<file path="src/rtl/elevator_pkg.sv">
// Shared types and defaults for the single-car SCAN elevator scheduler.
package elevator_pkg;

    typedef enum logic [1:0] {IDLE, MOVING, DOOR_OPEN} state_t;

    typedef struct packed {
        logic here;
        logic in_here;
        logic up_here;
        logic down_here;
        logic above;
        logic below;
        logic stop;
    } req_eval_t;

    localparam int DEF_BUTTONS_WIDTH = 8;
    localparam int DEF_FLOOR_TICKS   = 16;
    localparam int DEF_DOOR_TICKS    = 32;
    localparam int DEF_LEVEL_W       = $clog2(DEF_BUTTONS_WIDTH);

    function automatic int max_int(input int a, input int b);
        return (a > b) ? a : b;
    endfunction

    // Keep the sweep while work lies ahead, else turn if work lies behind.
    function automatic logic decide_dir(input logic dir_up, input logic above, input logic below);
        if (dir_up)
            return above || !below;
        else
            return above && !below;
    endfunction

endpackage

</file>
<file path="src/rtl/elevator_req_eval.sv">
// Combinational request decode around one level: here/above/below and the SCAN stop test.
module elevator_req_eval
    import elevator_pkg::*;
#(
    parameter int BUTTONS_WIDTH = DEF_BUTTONS_WIDTH,
    parameter int LEVEL_W       = $clog2(BUTTONS_WIDTH)
) (
    input  logic [BUTTONS_WIDTH-1:0] in_levels,
    input  logic [BUTTONS_WIDTH-2:0] up_levels,
    input  logic [BUTTONS_WIDTH-1:1] down_levels,
    input  logic [LEVEL_W-1:0]       level,
    input  logic                     dir_up,
    output req_eval_t                res
);

    logic [BUTTONS_WIDTH-1:0] up_full;
    logic [BUTTONS_WIDTH-1:0] down_full;
    logic [BUTTONS_WIDTH-1:0] any_req;

    assign up_full   = {1'b0, up_levels};
    assign down_full = {down_levels, 1'b0};
    assign any_req   = in_levels | up_full | down_full;

    // An opposite-direction hall call only stops the car when nothing lies further ahead.
    always_comb begin
        res = '0;
        for (int i = 0; i < BUTTONS_WIDTH; i++) begin
            if (i > int'(level))
                res.above = res.above | any_req[i];
            if (i < int'(level))
                res.below = res.below | any_req[i];
        end
        res.here      = any_req[level];
        res.in_here   = in_levels[level];
        res.up_here   = up_full[level];
        res.down_here = down_full[level];
        res.stop      = res.in_here
                      | (dir_up ? res.up_here : res.down_here)
                      | ((dir_up ? res.down_here : res.up_here) & ~(dir_up ? res.above : res.below));
    end

endmodule

</file>
<file path="src/rtl/elevator_scheduler.sv">
// Single-car SCAN scheduler: FSM, shared tick counter, level register and clear-pulse registers.
module elevator_scheduler
    import elevator_pkg::*;
#(
    parameter int BUTTONS_WIDTH = DEF_BUTTONS_WIDTH,
    parameter int FLOOR_TICKS   = DEF_FLOOR_TICKS,
    parameter int DOOR_TICKS    = DEF_DOOR_TICKS,
    parameter int LEVEL_W       = $clog2(BUTTONS_WIDTH)
) (
    input  logic                     clk,
    input  logic                     an_reset,
    input  logic [BUTTONS_WIDTH-1:0] active_in_levels,
    input  logic [BUTTONS_WIDTH-2:0] active_out_up_levels,
    input  logic [BUTTONS_WIDTH-1:1] active_out_down_levels,
    input  logic                     door_obstruct,
    output logic [BUTTONS_WIDTH-1:0] inactivate_in_levels,
    output logic [BUTTONS_WIDTH-2:0] inactivate_out_up_levels,
    output logic [BUTTONS_WIDTH-1:1] inactivate_out_down_levels,
    output logic [LEVEL_W-1:0]       current_level,
    output logic                     motor_up,
    output logic                     motor_down,
    output logic                     door_open,
    output logic                     dir_up
);

    localparam int                 CNT_W      = $clog2(max_int(FLOOR_TICKS, DOOR_TICKS) + 1);
    localparam logic [LEVEL_W-1:0] TOP_LEVEL  = LEVEL_W'(BUTTONS_WIDTH - 1);
    localparam logic [CNT_W-1:0]   FLOOR_LAST = CNT_W'(FLOOR_TICKS - 1);
    localparam logic [CNT_W-1:0]   DOOR_LAST  = CNT_W'(DOOR_TICKS - 1);

    state_t                   state;
    logic [CNT_W-1:0]         counter;
    logic [LEVEL_W-1:0]       nxt_level;
    logic [LEVEL_W-1:0]       ent_level;
    req_eval_t                cur_eval;
    req_eval_t                nxt_eval;
    req_eval_t                ent;
    logic                     ent_dir;
    logic                     ent_none;
    logic                     idle_up;
    logic                     ahead;
    logic                     pulse_active;
    logic                     reserve;
    logic [BUTTONS_WIDTH-1:0] clr_in;
    logic [BUTTONS_WIDTH-2:0] clr_up;
    logic [BUTTONS_WIDTH-1:1] clr_down;

    always_comb begin
        nxt_level = current_level;
        if (dir_up && current_level != TOP_LEVEL)
            nxt_level = current_level + LEVEL_W'(1);
        else if (!dir_up && current_level != '0)
            nxt_level = current_level - LEVEL_W'(1);
    end

    elevator_req_eval #(.BUTTONS_WIDTH(BUTTONS_WIDTH), .LEVEL_W(LEVEL_W)) u_cur_eval (
        .in_levels   (active_in_levels),
        .up_levels   (active_out_up_levels),
        .down_levels (active_out_down_levels),
        .level       (current_level),
        .dir_up      (dir_up),
        .res         (cur_eval)
    );

    elevator_req_eval #(.BUTTONS_WIDTH(BUTTONS_WIDTH), .LEVEL_W(LEVEL_W)) u_nxt_eval (
        .in_levels   (active_in_levels),
        .up_levels   (active_out_up_levels),
        .down_levels (active_out_down_levels),
        .level       (nxt_level),
        .dir_up      (dir_up),
        .res         (nxt_eval)
    );

    // While moving, decisions concern the level being arrived at; otherwise the current one.
    // IDLE uses the stop test rather than bare "here" so an opposite hall call at L with work
    // ahead is left for the return sweep instead of reopening the door forever.
    always_comb begin
        ent       = (state == MOVING) ? nxt_eval : cur_eval;
        ent_level = (state == MOVING) ? nxt_level : current_level;
        ent_dir   = decide_dir(dir_up, ent.above, ent.below);
        ent_none  = ~ent.above & ~ent.below;
        idle_up   = (ent.above & ent.below) ? dir_up : ent.above;
        ahead     = dir_up ? ent.above : ent.below;
        pulse_active = (|inactivate_in_levels) | (|inactivate_out_up_levels)
                     | (|inactivate_out_down_levels);
        reserve   = ~pulse_active & (ent.in_here | (ent_dir ? ent.up_here : ent.down_here)
                                     | (ent_none & ent.here));
        clr_in    = '0;
        clr_up    = '0;
        clr_down  = '0;
        for (int i = 0; i < BUTTONS_WIDTH; i++) begin
            if (i == int'(ent_level)) begin
                clr_in[i] = 1'b1;
                if (i < BUTTONS_WIDTH - 1 && (ent_dir || ent_none))
                    clr_up[i] = 1'b1;
                if (i > 0 && (!ent_dir || ent_none))
                    clr_down[i] = 1'b1;
            end
        end
    end

    always_ff @(posedge clk or negedge an_reset) begin
        if (!an_reset) begin
            state                      <= IDLE;
            counter                    <= '0;
            current_level              <= '0;
            dir_up                     <= 1'b1;
            motor_up                   <= 1'b0;
            motor_down                 <= 1'b0;
            door_open                  <= 1'b0;
            inactivate_in_levels       <= '0;
            inactivate_out_up_levels   <= '0;
            inactivate_out_down_levels <= '0;
        end else begin
            inactivate_in_levels       <= '0;
            inactivate_out_up_levels   <= '0;
            inactivate_out_down_levels <= '0;
            case (state)
                IDLE: begin
                    counter <= '0;
                    if (ent.stop) begin
                        state                      <= DOOR_OPEN;
                        door_open                  <= 1'b1;
                        dir_up                     <= ent_dir;
                        inactivate_in_levels       <= clr_in;
                        inactivate_out_up_levels   <= clr_up;
                        inactivate_out_down_levels <= clr_down;
                    end else if (ent.above || ent.below) begin
                        state      <= MOVING;
                        dir_up     <= idle_up;
                        motor_up   <= idle_up;
                        motor_down <= ~idle_up;
                    end
                end
                MOVING: begin
                    if (counter >= FLOOR_LAST) begin
                        counter       <= '0;
                        current_level <= nxt_level;
                        if (ent.stop) begin
                            state                      <= DOOR_OPEN;
                            motor_up                   <= 1'b0;
                            motor_down                 <= 1'b0;
                            door_open                  <= 1'b1;
                            dir_up                     <= ent_dir;
                            inactivate_in_levels       <= clr_in;
                            inactivate_out_up_levels   <= clr_up;
                            inactivate_out_down_levels <= clr_down;
                        end else if (!ahead) begin
                            state      <= IDLE;
                            motor_up   <= 1'b0;
                            motor_down <= 1'b0;
                        end
                    end else begin
                        counter <= counter + CNT_W'(1);
                    end
                end
                DOOR_OPEN: begin
                    if (door_obstruct || reserve) begin
                        counter                    <= '0;
                        dir_up                     <= ent_dir;
                        inactivate_in_levels       <= clr_in;
                        inactivate_out_up_levels   <= clr_up;
                        inactivate_out_down_levels <= clr_down;
                    end else if (counter >= DOOR_LAST) begin
                        state     <= IDLE;
                        counter   <= '0;
                        door_open <= 1'b0;
                    end else begin
                        counter <= counter + CNT_W'(1);
                    end
                end
                default: state <= IDLE;
            endcase
        end
    end

endmodule
</file>
<file path="config.mk">
export PLATFORM = sky130hd
export DESIGN_NAME = elevator_scheduler
export DESIGN_NICKNAME = d
export VERILOG_FILES = /design/src/rtl/elevator_pkg.sv /design/src/rtl/elevator_req_eval.sv /design/src/rtl/elevator_scheduler.sv
export SDC_FILE = /design/constraint.sdc
export NUM_CORES = 1
export LEC_CHECK = 0
export CAP_MARGIN = 20
export CORE_UTILIZATION = 30
export DETAILED_ROUTE_END_ITERATION = 7
export GPL_TIMING_DRIVEN = 0
export PLACE_DENSITY = 0.58
export SYNTH_ARGS = -nofsm -noshare
export SYNTH_HDL_FRONTEND = slang
export SYNTH_SLANG_ARGS = --single-unit
</file>
<file path="constraint.sdc">
create_clock -name clk -period 4.04 [get_ports clk]
set_clock_uncertainty 0.05 [all_clocks]
set_input_delay 1.01 -clock clk [delete_from_list [all_inputs] [get_ports clk]]
set_output_delay 1.01 -clock clk [all_outputs]
set_load 0.05 [all_outputs]
</file>
# After elaboration in Yosys (flattened, before gate mapping)
# Index checks and enable logic that the tools add are counted.
[word_totals]
register_bits = 37
input_bits = 25
output_inout_bits = 29
[classes]
n_addsub = 3
order_cmp = 32
eq_ne = 19
n_mux = 125
bitwise = 46
reduce_logical = 24
[op_table]
columns = ["op", "n"]
rows = [
  ["two-way mux 1 bit", 85],
  ["two-way mux 7 bit", 7],
  ["case mux 7 bit (3 select lines)", 2],
  ["OR 1 bit", 32],
  ["binary-select mux 1 bit (select 3 bit)", 8],
  ["> comparator 3 bit (first input constant)", 8],
  ["two-way mux 8 bit", 3],
  ["case mux 8 bit (3 select lines)", 1],
  ["less-than comparator 3 bit (first input constant)", 6],
  ["two-way mux 6 bit", 3],
  ["case mux 6 bit (3 select lines)", 1],
  ["AND reduction 5 bit", 3],
  ["two-way mux 2 bit", 7],
  ["OR reduction 7 bit", 2],
  ["equality test 3 bit (first input constant)", 4],
  ["> comparator 2 x 3 -> 1 bit (first input constant)", 4],
  ["less-than comparator 1 x 3 -> 1 bit (first input constant)", 4],
  ["less-than comparator 2 x 3 -> 1 bit (first input constant)", 4],
  ["!= test 2 bit (second input constant)", 6],
  ["two-way mux 3 bit", 3],
  ["!= test 3 bit (second input constant)", 3],
  ["less-than comparator 3 x 4 -> 1 bit (second input constant)", 2],
  ["OR 8 x 7 -> 8 bit", 1],
  ["OR 8 bit", 1],
  ["other kinds (26)", 49],
]

# Logic depth before layout (Yosys ltp)
# Gate-level depths: netlist of the first run.
[logic_depth]
depth_word = 33
mapped_depth = 17
mapped_depth_nobuf = 13

# Modules after synthesis
# Synthesis of the first run repeated with hierarchy kept, for this count alone.
[unflattened]
cells_unflattened = 342
hier_area_um2 = 2947.8
[modules_own_cells]
columns = ["module", "n_inst", "cells_per_inst", "area_each_um2"]
rows = [
  ["elevator_scheduler", 1, 228, 2149.6],
  ["elevator_req_eval", 2, 57, 399.1],
]

# Least setup slack after synthesis of the first run
# No wires, ideal clock.
[synth_path]
path_type = "register to register"
startpoint = "reg current_level[0]"
endpoint = "reg state[0]"
t_arrival_ns = 3.915
setup_slack_ns = -0.052
stages_incl_launch_ff = 16
n_path_buf = 2
period_less_slack_ns = 4.092
path_cell_list = "dfrtp_1 > buf_2 > inv_1 > ha_1 > nor3b_1 > o211ai_1 > buf_2 > o21ai_0 > a311o_1 > and2_1 > or4_1 > a21oi_1 > o41ai_4 > nand2_2 > a211o_1 > mux2_1"
[synth_between]
elab_chain_cells = 29
[synth_lines]
columns = ["element", "line", "source"]
rows = [
  ["start, declared", "elevator_scheduler.sv:19", "output logic [LEVEL_W-1:0] current_level,"],
  ["start signal, assigned", "elevator_scheduler.sv:138", "current_level <= nxt_level;"],
  ["branches (longest 18 deep; another with subtractor 3 x 1 -> 3 bit)", "--", ""],
  ["two-way mux 7 bit (*)", "elevator_scheduler.sv:78", "ent = (state == MOVING) ? nxt_eval : cur_eval;"],
  ["zero test 1 bit", "elevator_pkg.sv:28, elevator_pkg.sv:30", ""],
  ["logical AND 1 bit or logical OR 1 bit (tied branches)", "elevator_pkg.sv:30, elevator_pkg.sv:28", ""],
  ["two-way mux 1 bit", "elevator_pkg.sv:27", "if (dir_up)"],
  ["two-way mux 1 bit", "elevator_scheduler.sv:86", "reserve = ~pulse_active & (ent.in_here | (ent_dir ? ent.up_here : ent.down_here)"],
  ["OR 1 bit", "elevator_scheduler.sv:86", ""],
  ["OR 1 bit", "elevator_scheduler.sv:87", "| (ent_none & ent.here));"],
  ["AND 1 bit", "elevator_scheduler.sv:86", ""],
  ["logical OR 1 bit", "elevator_scheduler.sv:158", "if (door_obstruct || reserve) begin"],
  ["!= test 2 bit (no source line)", "--", ""],
  ["AND reduction 5 bit (no source line)", "--", ""],
  ["end signal, assigned", "elevator_scheduler.sv:104", "state <= IDLE;"],
  ["end signal, assigned", "elevator_scheduler.sv:165", "state <= IDLE;"],
  ["end signal, assigned", "elevator_scheduler.sv:172", "default: state <= IDLE;"],
  ["end, declared", "elevator_scheduler.sv:31", "state_t state;"],
]
# Every way passes the cells marked *. The select of a mux whose other input is x is not followed.
# A chain may end at the register's enable or synchronous reset.

# Worst setup path after layout of the first run
[layout_path]
startpoint = "in active_out_down_levels[6] (netlist bit)"
endpoint = "reg state[1]"
[layout_between]
elab_chain_cells = 15
[layout_lines]
columns = ["element", "line", "source"]
rows = [
  ["start, declared", "elevator_scheduler.sv:14", "input logic [BUTTONS_WIDTH-1:1] active_out_down_levels,"],
  ["OR 8 bit", "elevator_req_eval.sv:22", "assign any_req = in_levels | up_full | down_full;"],
  ["OR 1 bit", "elevator_req_eval.sv:29", "res.above = res.above | any_req[i];"],
  ["two-way mux 1 bit", "elevator_req_eval.sv:28", "if (i > int'(level))"],
  ["OR 1 bit", "elevator_req_eval.sv:29", ""],
  ["two-way mux 1 bit", "elevator_req_eval.sv:28", ""],
  ["two-way mux 7 bit (*)", "elevator_scheduler.sv:78", ""],
  ["logical AND 1 bit or logical OR 1 bit (tied branches)", "elevator_pkg.sv:30, elevator_pkg.sv:28", ""],
  ["two-way mux 1 bit", "elevator_pkg.sv:27", ""],
  ["two-way mux 1 bit", "elevator_scheduler.sv:86", ""],
  ["OR 1 bit", "elevator_scheduler.sv:86", ""],
  ["OR 1 bit", "elevator_scheduler.sv:87", ""],
  ["AND 1 bit", "elevator_scheduler.sv:86", ""],
  ["logical OR 1 bit", "elevator_scheduler.sv:158", ""],
  ["!= test 2 bit (no source line)", "--", ""],
  ["AND reduction 5 bit (no source line)", "--", ""],
]
# Every way passes the cells marked *; elsewhere a longest branch is shown, timed or not. The select of a mux whose other input is x is not followed.

==> metrics, run 1 <==
fraction of layout cells with a size suffix above 1=22.8%; worst setup margin=0.0986 ns; grt total ovfl=0; Cell variety after synth=70; CP Capture Point=state[1]$_DFFE_PN0P_; Post-synth ARST share=100%; R2R depth=16; final wirelength=10900 um; period utilisation layout=97.6%; Synth top area share=28.9%; residual DRC count=0; CTS tree=yes; FP Rows=36; critical path depth=12; # nets final=517; Peak VDD IR=0.200 mV; max incr delay on CP=0.40 ns; Hold Buf Count CTS=0; clock slew at reported path FFs=0.07 ns; Cell Area, Synth=3120 um2; status=finished, final reports clean; leakage power figure=1.94 nW; CP Cell Sequence=dlygate4sd2_1 > or3_1 > buf_6 > a221oi_4 > nand2_1 > maj3_2 > a32oi_2 > nor3_2 > o41ai_4 > nand2_2 > a211o_1 > mux2_1; initial cell density of the core=31.5%; total number of vias=3546; Mapped Cells=394; CTS buffer count=5; slowest stage cell, crit path=o41ai_4; Routability Congestion=0.909; H-tree levels=2; Buffers on Ports=53; crit path kind=input port to register; WP buf/inv=2; number of synthesized flops with an enable pin=0; 1st-pass router iterations=5; Final Slew Violations=0; leading area contributor after synthesis=dfrtp_1; Fmax achieved=approximately 250 MHz; synth warn=0; clock tree buffer depth=2; startpoint types=input port; pre-CTS setup slack=-1.09 ns; Starting DRT DRC Count=199; Final Hold Fails=0; number of global-route vias before repair=3518; required time of the critical path=4.17 ns; reg-to-reg setup timing slack=~0.12 ns; most area-consuming cells after synthesis=dfrtp_1, nor2_1, ha_1; die width=approximately 100 um; Inserted Diodes=0; sequential cell area fraction in the yosys report=29.7%; initial antenna violation count=0; syn avg cell area=about 8 um2; reg2reg start=current_level[0]$_DFFE_PN0P_; post-layout util=45.9%; Arrival @ worst endpoint=just over 4 ns; post-route ant nets=0; Die Span Y=104 um; WL/cell=about 18 um; Setup Viol. Count Final=0; pwr/cell area=331 nW/um2; # IOs=54; CP max FO=5; Crit. End Element=register; Final Power=between 1.5 and 2 mW; clk_lat worst skew=approximately 0.3 ns; syn nets=430; worst-margin pin slew=~0.79 ns; cell family with most CP delay=compound AO/OA/AOI/OAI gates; Area growth syn-to-layout=45.8%; area of the die=10800 um2; Vias/cell=5.77; max-capacitance violation count=0; pin count of the biggest net entering global routing=38; HPWL after DPL=about 7800 um; Worst setup startpoint=active_out_down_levels[6]; core area=9910 um2; Yosys reg bits=37; first-pass GRT wire length=around 18000 um; HP Class=register to register; fin crit period=between 3 and 4 ns; Num Clock Sinks=37; Worst slew margin=47.1%; Global Route Usage Sum=20.3%; clock root buffer=clkbuf_8; R2R Path End=state[1]$_DFFE_PN0P_; ys flop type=dfrtp_1
==> metal layers <==
metal  vias up  wire length, um  track usage (%)
met5         -                0                0
met4         0              264             7.65
met3        27              731             3.51
met2       138             5070             33.5
met1      1718             4800             26.4
li1       1663                -                -
==> logic make-up after synthesis <==
family / share of synthesized area [%]
mux: 4.81
flops: 29.7
buf+inv: 5.21
compound gates: 30.1
simple gates: 25.4
fa+ha+maj: 4.73
==> power by group <==
part           leakage, nW  internal (mW)  switching, mW
clock               0.0574          0.201          0.134
sequential           0.499          0.406         0.0243
combinational         1.39          0.308          0.432
==> per-stage QoR <==
stage | hold slack (ns) | std cells | cell area (um2) | setup TNS, ns
floorplan | 0.436 | 394 | 3120 | 0
global placement | 0.441 | 580 | 3820 | -29.66
detailed placement | 0.446 | 580 | 3810 | -28.21
CTS | 0.463 | 606 | 4240 | 0
global route | 0.483 | 615 | 4550 | -0.0962
finish | 0.457 | 615 | 4550 | 0
==> tightest hold or removal path, delay by kind of cell, from the launching register on <==
kind / cells / cell delay (ns)
compound gates: 1 / 0.06
flops: 1 / 0.36
simple gates: 1 / 0.05
==> cell type report <==
| cell class | instances | area (um2) |
|---|---|---|
| repair buffers | 81 | 787 |
| fillers | 971 | 5360 |
| inverters | 15 | 62.6 |
| flip-flops and latches | 37 | 928 |
| multi-input cells | 319 | 2340 |
| clock buffers | 6 | 82.6 |
| well taps | 133 | 166 |
| plain buffers | 22 | 140 |
| clock inverters | 2 | 37.5 |
==> synthesized netlist by cell type, types with 5 or more instances <==
cell,number
buf_1,5
o211ai_1,6
a21oi_1,24
nor3_1,18
buf_2,10
nand3_1,14
nor2_1,43
nand4_1,5
a211oi_1,5
o31ai_1,5
a31oi_1,10
o22ai_1,9
nor2b_1,10
o21ai_0,26
ha_1,11
inv_1,13
dfrtp_1,36
nand2_1,33
mux2i_1,6
or3_1,9
nor4_1,5
clkbuf_1,6
==> what timing repair did <==
item / CTS / global route
buffers inserted: 19 / 9
pin swaps: 15 / 18
gates resized for setup: 37 / 67
setup endpoints to repair: 34 / 34
gates cloned: 0 / 0
==> layout by cell type (no fill, tap or decap), types with 3 or more instances in the layout <==
cell type / synthesis / final
a211oi_1: 5 / 4
a21oi_1: 24 / 21
a31oi_1: 10 / 9
and3_1: 4 / 4
buf_1: 5 / 4
buf_2: 10 / 4
buf_4: 2 / 30
buf_6: 0 / 6
clkbuf_1: 6 / 5
clkbuf_8: 0 / 6
clkdlybuf4s50_1: 0 / 35
dfrtp_1: 36 / 35
dlymetal6s2s_1: 0 / 15
ha_1: 11 / 9
inv_1: 13 / 12
mux2_2: 4 / 4
mux2i_1: 6 / 6
nand2_1: 33 / 32
nand2b_1: 4 / 3
nand3_1: 14 / 13
nand4_1: 5 / 5
nor2_1: 43 / 40
nor2b_1: 10 / 10
nor3_1: 18 / 10
nor3_4: 0 / 6
nor4_1: 5 / 5
o2111a_1: 3 / 3
o211ai_1: 6 / 6
o21a_1: 4 / 4
o21ai_0: 26 / 19
o21ai_1: 4 / 9
o21ai_2: 1 / 3
o22ai_1: 9 / 7
o31ai_1: 5 / 4
or3_1: 9 / 6
or3_4: 0 / 3
==> sequential cells by signal, indices dropped and copies added, names as in the netlist <==
signal / flops
inactivate_out_up_levels: 7
state: 2
motor_down: 1
motor_up: 1
dir_up: 1
counter: 6
inactivate_out_down_levels: 7
current_level: 3
door_open: 1
inactivate_in_levels: 8
==> how the worst min path moves through the flow <==
stage                                        end  depth (start not counted)  slack [ns]              startpoint
final                     motor_down$_DFFE_PN0P_                          2        0.46  motor_down$_DFFE_PN0P_
after global routing      motor_down$_DFFE_PN0P_                          2        0.48  motor_down$_DFFE_PN0P_
after CTS                 motor_down$_DFFE_PN0P_                          2        0.46  motor_down$_DFFE_PN0P_
after detailed placement  motor_down$_DFFE_PN0P_                          2        0.45  motor_down$_DFFE_PN0P_
after global placement      motor_up$_DFFE_PN0P_                          2        0.44    motor_up$_DFFE_PN0P_
after floorplan           counter[5]$_DFFE_PN0N_                          2        0.44  counter[5]$_DFFE_PN0N_
No activity file was read; power rests on OpenSTA's default activity.
==> run 2, diff against run 1 <==
- CTS_CLUSTER_SIZE: default -> 28
- SKIP_LAST_GASP: default -> 1
==> results of run 2 <==
The final DEF is identical to that of run 1; final timing and power are the same.
==> run 3, diff against run 2 <==
- HOLD_SLACK_MARGIN: default -> 0.15
==> results of run 3 <==
The final DEF is identical to that of run 1; final timing and power are the same.
